<file path="config.mk">
export PLATFORM = sky130hd
export DESIGN_NAME = ncl_count_sampler
export DESIGN_NICKNAME = d
export VERILOG_FILES = /design/src/rtl/ncl_count_sampler.sv
export SDC_FILE = /design/constraint.sdc
export NUM_CORES = 1
export LEC_CHECK = 0
export CAP_MARGIN = 15
export CORE_UTILIZATION = 49
export DETAILED_ROUTE_END_ITERATION = 16
export GPL_ROUTABILITY_DRIVEN = 0
export PLACE_DENSITY = 0.78
export SLEW_MARGIN = 20
export SYNTH_ARGS = -nofsm -noshare
export SYNTH_HDL_FRONTEND = slang
export SYNTH_SLANG_ARGS = --single-unit
</file>
<file path="constraint.sdc">
create_clock -name clk -period 2.45 [get_ports clk]
set_input_delay 0.245 -clock clk [delete_from_list [all_inputs] [get_ports clk]]
set_output_delay 0.245 -clock clk [all_outputs]
set_load 0.1 [all_outputs]
</file>
<file path="src/rtl/ncl_count_sampler.sv">
// Clocked consumer for a chain of dual-rail NCL counter digits: acknowledges each digit,
// assembles binary count words, hands them off valid/ready and checks rail and sequence sanity.
module ncl_count_sampler #(
  parameter int unsigned DIGITS      = 32,
  parameter int unsigned SYNC_STAGES = 2
) (
  input  logic                  clk,
  input  logic                  init,
  input  logic [2*DIGITS-1:0]   sum,
  output logic [DIGITS-1:0]     sum_comp,
  output logic [DIGITS-1:0]     count,
  output logic                  count_valid,
  input  logic                  count_ready,
  output logic                  err_illegal,
  output logic                  err_seq,
  output logic [7:0]            seq_err_cnt,
  input  logic                  clear_err
);

  typedef enum logic {StWaitData, StWaitNull} digit_st_e;

  logic [2*DIGITS-1:0] sync_q [SYNC_STAGES];
  logic [2*DIGITS-1:0] s;

  digit_st_e           st_q [DIGITS];
  digit_st_e           st_d [DIGITS];
  logic [DIGITS-1:0]   have_q, have_d;
  logic [DIGITS-1:0]   hold_q, hold_d;
  logic [DIGITS-1:0]   count_q;
  logic                count_valid_q;
  logic [DIGITS-1:0]   prev_q;
  logic                first_q;
  logic                err_illegal_q, err_seq_q;
  logic [7:0]          seq_err_cnt_q;

  logic [1:0]          rails;
  logic                illegal_evt;
  logic                load;
  logic                seq_evt;
  logic [DIGITS-1:0]   prev_inc;

  always_ff @(posedge clk) begin
    if (init) begin
      for (int k = 0; k < SYNC_STAGES; k++) sync_q[k] <= '0;
    end else begin
      sync_q[0] <= sum;
      for (int k = 1; k < SYNC_STAGES; k++) sync_q[k] <= sync_q[k-1];
    end
  end

  assign s        = sync_q[SYNC_STAGES-1];
  assign load     = (&have_q) && (!count_valid_q || count_ready);
  assign prev_inc = prev_q + 1'b1;
  assign seq_evt  = load && !first_q && (hold_q != prev_inc);

  // A digit that already holds a bit for the pending word stays in StWaitData with
  // comp low, which stalls the ring until the word is handed off.
  always_comb begin
    have_d      = have_q;
    hold_d      = hold_q;
    illegal_evt = 1'b0;
    rails       = 2'b00;
    for (int i = 0; i < DIGITS; i++) begin
      st_d[i] = st_q[i];
      rails   = s[2*i +: 2];
      if (rails == 2'b11) begin
        illegal_evt = 1'b1;
      end else begin
        unique case (st_q[i])
          StWaitData: begin
            if (rails != 2'b00 && !have_q[i]) begin
              hold_d[i] = rails[1];
              have_d[i] = 1'b1;
              st_d[i]   = StWaitNull;
            end
          end
          StWaitNull: begin
            if (rails == 2'b00) st_d[i] = StWaitData;
          end
        endcase
      end
    end
    if (load) have_d = '0;
  end

  always_ff @(posedge clk) begin
    if (init) begin
      for (int i = 0; i < DIGITS; i++) st_q[i] <= StWaitData;
      have_q        <= '0;
      hold_q        <= '0;
      count_q       <= '0;
      count_valid_q <= 1'b0;
      prev_q        <= '0;
      first_q       <= 1'b1;
    end else begin
      for (int i = 0; i < DIGITS; i++) st_q[i] <= st_d[i];
      have_q <= have_d;
      hold_q <= hold_d;
      if (load) begin
        count_q       <= hold_q;
        count_valid_q <= 1'b1;
        prev_q        <= hold_q;
        first_q       <= 1'b0;
      end else if (count_valid_q && count_ready) begin
        count_valid_q <= 1'b0;
      end
    end
  end

  // An error event in the same cycle as clear_err takes precedence over the clear.
  always_ff @(posedge clk) begin
    if (init) begin
      err_illegal_q <= 1'b0;
      err_seq_q     <= 1'b0;
      seq_err_cnt_q <= '0;
    end else begin
      if (illegal_evt)    err_illegal_q <= 1'b1;
      else if (clear_err) err_illegal_q <= 1'b0;

      if (seq_evt) begin
        err_seq_q <= 1'b1;
        if (clear_err)                   seq_err_cnt_q <= 8'd1;
        else if (seq_err_cnt_q != 8'hff) seq_err_cnt_q <= seq_err_cnt_q + 8'd1;
      end else if (clear_err) begin
        err_seq_q     <= 1'b0;
        seq_err_cnt_q <= '0;
      end
    end
  end

  always_comb begin
    for (int i = 0; i < DIGITS; i++) sum_comp[i] = (st_q[i] == StWaitNull);
  end

  assign count       = count_q;
  assign count_valid = count_valid_q;
  assign err_illegal = err_illegal_q;
  assign err_seq     = err_seq_q;
  assign seq_err_cnt = seq_err_cnt_q;

endmodule

</file>
### Word level (Yosys, flattened, before mapping)

Memories as Yosys holds them, arrays and structs flattened.
Cells that the tools add are included.

* input bits: 68
* flip-flop bits (word level): 108
* memories: 2
* output and inout port bits: 75
* memory bits (read-only): 0
* RAM bits: 160
* latch bits: 0

Memory list
* sync_q: depth 2, bits a word 64, read ports 2, clocked after memory_dff 0, wr ports 2, line 22 `logic [2*DIGITS-1:0] sync_q [SYNC_STAGES];`
* st_q: depth 32, bits a word 1, read ports 32, clocked after memory_dff 0, wr ports 32, line 25 `digit_st_e st_q [DIGITS];`

* bitwise gates (word level): 98
* add/sub/neg operators: 2
* multipliers: 0
* muxes and demuxes: 206
* div/mod/pow operators: 0
* shift-type cells: 0
* $lt $le $gt $ge: 0
* equality and inequality tests: 34
* reductions and logical operators: 174

Operator list (count)
* 1-bit two-way mux: 168
* 64-bit two-way mux: 2
* 3-bit AND reduction: 32
* 2-bit nonzero test: 36
* 2-bit equality test, second input constant: 32
* 2-bit logical NOT: 32
* 1-bit inverter: 64
* 1-bit one-hot mux with 2 select lines: 32
* 1-bit logical AND: 36
* 1-bit logical NOT: 34
* 1-bit OR: 34
* 32-bit by 1-bit adder with 32-bit output, second input constant: 1
* 8-bit two-way mux: 4
* 32-bit != test: 1
* 32-bit AND reduction: 1
* 8-bit by 1-bit adder with 8-bit output, second input constant: 1
* 8-bit != test, second input constant: 1
* 2-bit AND reduction: 1
* 2-bit OR reduction: 1
* 1-bit logical OR: 1

### Logic depth before layout (Yosys ltp)

* word-level depth: 34
* depth in mapped cells: 12
* gate-level depth less buffers: 10

### Least setup slack after synthesis

Ideal clock, no wire load.

* path type: reg-to-reg
* start point: register prev_q[8]
* end point: register seq_err_cnt_q[2], in the netlist seq_err_cnt[2]
* path buffers: 2
* cell stages (with the launch flop): 12
* arrival: 3507 ps
* setup slack: -1127 ps
* data required time: 2380 ps
* clock period less this slack: 3577 ps
* cells stage by stage: dfxtp_1 > buf_2 > nand4_4 > nor4_4 > nor2_1 > or3_1 > a31oi_2 > nor4b_2 > a311o_1 > buf_6 > or4_1 > a21oi_1

* longest elaborated chain between the ends: 5
* elaborated cells on any way between the ends: 6
* classes of those cells: add/sub: 1; eq/ne: 1; mux: 1; reduce/logical: 3

Ends and longest elaborated chain
* start, declared: line 31 `logic [DIGITS-1:0] prev_q;`
* start signal, assigned: line 102 `prev_q <= hold_q;`
* 32-bit by 1-bit adder with 32-bit output (*): line 53 `assign prev_inc = prev_q + 1'b1;`
* 32-bit != test (*): line 54 `assign seq_evt = load && !first_q && (hold_q != prev_inc);`
* 1-bit logical AND (*): line 54
* 2-bit nonzero test (no source line)
* 2-bit AND reduction (no source line)
* end signal, assigned: line 123 `else if (seq_err_cnt_q != 8'hff) seq_err_cnt_q <= seq_err_cnt_q + 8'd1;`
* end, declared: line 34 `logic [7:0] seq_err_cnt_q;`

Every way passes the cells marked *; elsewhere a longest branch is shown, timed or not.
A chain may end at the register's enable or synchronous reset.

### Final worst setup path

* start point: register prev_q[5]
* end point: register seq_err_cnt_q[2], in the netlist seq_err_cnt[2]

The elaborated chain is that of the path after synthesis.

==> metrics.md <==
| Metric | Value |
|---|---|
| Critical path endpoint category | register |
| Bufs on Longest Clock Path | 3 |
| Worst path depth | 11 |
| Peak VDD IR | around 0.00056 V |
| Static Leak | between 5 and 6 nW |
| Failing checks | setup timing |
| Critical Path Max Stage Delay | ~0.42 ns |
| Critical Path AT | ~3.2 ns |
| Min cycle time layout | between 2 and 3 ns |
| Initial drt markers | 518 |
| Via/cell ratio | 5.30 |
| Via count | 8,943 |
| WL per Instance | ~15 um |
| Die area | 0.0222 mm2 |
| Fill cell count | approximately 1,700 |
| Reg2reg start | prev_q[5]$_SDFFE_PP0P_ |
| Area post-placement | between 0.01 and 0.015 mm2 |
| Startpoint Class | register |
| Final Core Density | 65.8% |
| DP HPWL | 18,200 um |
| Total CTS buffers | 27 |
| Terminus of the critical flop-to-flop path | seq_err_cnt[2]$_SDFFE_PP0P_ |
| Starting Density | between 50% and 60% |
| FP Rows | between 50 and 60 |
| Synth cell types | 63 |
| Post-synth EDFFs | 0 |
| #FFs+latches synth | around 270 |
| Maximum fanout along the worst path | 12 |
| Hold_sp | init |
| Worst Hold End | sync_q[0][99]$_SDFF_PP0_ |
| Global-route wire length before repair | a little over 40,000 um |
| DRC Markers | 0 |
| FFs w/ async S/R, synth | 0% |
| I/O Pins | 143 |
| R2R cell count | 11 |
| Share of layout cells above drive strength 1 | between 10% and 20% |
| CTS tree | done |
| Reg clk slew, reported paths | approximately 0.06 ns |
| Reg2Reg Setup Slack | -0.33 ns |
| Post-route ant nets | 0 |
| Hold path depth | 2 |
| Crit path cell chain | nand3_4 -> buf_4 -> nor4_4 -> nor2_1 -> or3_4 -> a31oi_4 -> nor4b_4 -> a311o_1 -> buf_6 -> or4_4 -> a21oi_2 |
| Worst min path class | in2reg |
| Largest net degree at the start of global routing | about 120 |
| Endpoints failing setup | 9 |
| Clock root cell | clkbuf_16 |
| Worst skew pair latency | 0.53 ns |
| RSZ-0062 raised after global routing | true |
| Gr usage total | a little under a quarter |
| Post-route setup TNS | -2.21 ns |
| Final nets | 1,464 |
| CP delay by family, top | simple AND/OR/NAND/NOR gates |
| Fin Hold WS | just under 0.1 ns |
| Initial antenna violation count | 0 |
| Diode count | 0 |
| Fin crit share | 113% |
| Die H | around 150 um |
| Layout Skew | between 0.007 and 0.008 ns |
| Hold Fails Final Rpt | 0 |
| Dominant synthesized flop cell | dfxtp_1 |
| Slowest cell on crit path | or4_4 |
| Least-Margin Pin Slew | approximately 0.65 ns |
| Design area | between 0.01 and 0.015 mm2 |
| Critical Path RT | ~2.9 ns |
| PD cells | 717 mW/mm2 |
| Yosys warnings | 0 |
| Outcome | finished, violations left |
| Area Overhead vs Synth | 31.3% |
| Class of the most critical setup path | reg2reg |
| Number of global-route vias before repair | 8,263 |
| Mapped cell area | ~0.011 mm2 |
| Worst path bufs/invs | 2 |
| Slew HR | 56.2% |
| IO Port Bufs | between 100 and 150 |
| DR pass1 iterations | 5 |
| Final Max Slew Viols | 0 |
| WL final | between 20,000 and 30,000 um |
| Final WS setup | -0.331 ns |
| Fmax | between 300 and 400 MHz |
| Seq/Total Area, Yosys | 50.8% |
| Max Cap Violations | 0 |
| Syn nets | 1,244 |
| Std-Cell Core Area | ~0.021 mm2 |
| Remaining Overflow, GRT | 0 |
| Mapped Avg Cell Area | 9.00 um2 |
| Die width | ~150 um |
| # clock sinks | about 270 |
| Htree depth | 1 |
| Post-Syn Instances | roughly 1,200 |
[cell usage in the layout (no fill, tap or decap), types with 3 or more instances in the layout]
cell type        netlist  final
a211oi_1               3      3
a21oi_1               83     79
a21oi_2                0      4
a22oi_1               12     12
and3_1                 9      7
and4_1                 6      3
buf_4                  0    164
buf_6                  1      3
bufinv_16              0      4
clkbuf_1              33      3
clkbuf_16              0     28
clkbuf_8               0      3
clkdlybuf4s50_1        0     66
clkinv_2               0      5
dfxtp_1              268    237
dfxtp_2                0     14
dfxtp_4                0     17
inv_1                  5      5
mux2i_1               34     34
nand2_1               76     76
nand2b_1               7      7
nand3_1               20     18
nand4_1               22     22
nor2_1               173    173
nor2b_1              133    133
nor3_1                73     72
nor4_1                 5      4
o21a_1                32     32
o21ai_0               42     41
o21ai_1                3      4
o31ai_1                4      4
or4_4                  0      4
xnor2_1               59     59
xor2_1                11     11
[per-layer routing]
metal / vias up / part of all wire (%) / global-route usage (%)
met3: 40 / 6.8 / 4.65
met1: 4159 / 44 / 30.4
met5: - / 0 / 0
met4: 0 / 2.1 / 6.73
met2: 273 / 47 / 38.6
li1: 4471 / - / -
[cell usage after synthesis (2+ instances only)]
cell / n / area share [%]
dfxtp_1: 268 / 51
nor2_1: 173 / 6.1
nor2b_1: 133 / 7.9
a21oi_1: 83 / 3.9
nand2_1: 76 / 2.7
nor3_1: 73 / 3.5
xnor2_1: 59 / 4.9
o21ai_0: 42 / 2.0
mux2i_1: 34 / 3.2
clkbuf_1: 33 / 1.2
o21a_1: 32 / 2.3
nand4_1: 22 / 1.3
nand3_1: 20 / 0.95
a22oi_1: 12 / 0.85
xor2_1: 11 / 0.91
and3_1: 9 / 0.53
nand2b_1: 7 / 0.41
and4_1: 6 / 0.50
buf_2: 6 / 0.28
inv_1: 5 / 0.18
nor4_1: 5 / 0.30
o31ai_1: 4 / 0.28
or4_1: 4 / 0.28
a211oi_1: 3 / 0.21
a311oi_1: 3 / 0.25
buf_1: 3 / 0.11
o21ai_1: 3 / 0.14
a21o_1: 2 / 0.14
a31oi_1: 2 / 0.12
a41oi_1: 2 / 0.17
and2_1: 2 / 0.12
ha_1: 2 / 0.24
nand3b_1: 2 / 0.14
nor3b_1: 2 / 0.14
nor4_4: 2 / 0.40
o311a_1: 2 / 0.19
[cell families after synthesis]
| group | share of synthesized area (%) |
|---|---|
| AOI/OAI and AO/OA | 11.7 |
| xor gates and xnor gates | 5.80 |
| adders and majority gates | 0.237 |
| buffers and inverters | 1.89 |
| DFF | 50.8 |
| muxes | 3.33 |
| and+or+nand+nor | 26.2 |
[report_power, final]
part           leakage, nW  total, W  switching [W]  internal [W]
sequential            2.22   0.00476       0.000218       0.00454
clock                0.464   0.00426        0.00166       0.00260
combinational         2.93  0.000932       0.000525      0.000407
total                 5.62   0.00995        0.00240       0.00755
[worst max path at each step]
stage / from / endpoint
3_5_place_dp: prev_q[0]$_SDFFE_PP0P_ / seq_err_cnt[2]$_SDFFE_PP0P_
2_1_floorplan: prev_q[13]$_SDFFE_PP0P_ / seq_err_cnt[2]$_SDFFE_PP0P_
5_1_grt: prev_q[0]$_SDFFE_PP0P_ / seq_err_cnt[6]$_SDFFE_PP0P_
6_report: prev_q[5]$_SDFFE_PP0P_ / seq_err_cnt[2]$_SDFFE_PP0P_
3_3_place_gp: prev_q[0]$_SDFFE_PP0P_ / seq_err_cnt[5]$_SDFFE_PP0P_
4_1_cts: prev_q[0]$_SDFFE_PP0P_ / seq_err_cnt[2]$_SDFFE_PP0P_
[timing repair]
action / in CTS / in global routing
hold buffers: 0 / 0
setup endpoints to repair: 9 / 9
gates resized for setup: 10 / 19
pin swaps: 3 / 13
endpoints found under the hold margin: 0 / 0
buffers inserted: 4 / 5
cloned: 0 / 0
[per-stage QoR]
step / cells / worst slack, ns / power [W]
floorplan: 1174 / -0.448 / 0.00543
global placement: 1631 / -0.283 / 0.00573
detailed placement: 1631 / -0.339 / 0.00576
CTS: 1682 / -0.298 / 0.0100
global route: 1687 / -0.451 / 0.0103
finish: 1687 / -0.331 / 0.00995
[state kept, by name, summed over array words and instances (netlist names)]
| name | count |
|---|---|
| sync_q | 128 |
| have_q | 32 |
| err_illegal | 1 |
| count_valid | 1 |
| prev_q | 32 |
| st_q | 32 |
| err_seq | 1 |
| hold_q | 32 |
| seq_err_cnt | 8 |
| first_q | 1 |
[final cells by class]
cell class                 count  area, um2  area share, %
sequential                   268       5450           39.2
multi-input combinational    857       5170           37.3
timing repair buffer         235       1970           14.2
clock buffer                  34        753           5.43
tap                          275        344           2.48
clock inverter                13        178           1.28
inverter                       5       18.8          0.135
Power figures use the tool's default switching activity.
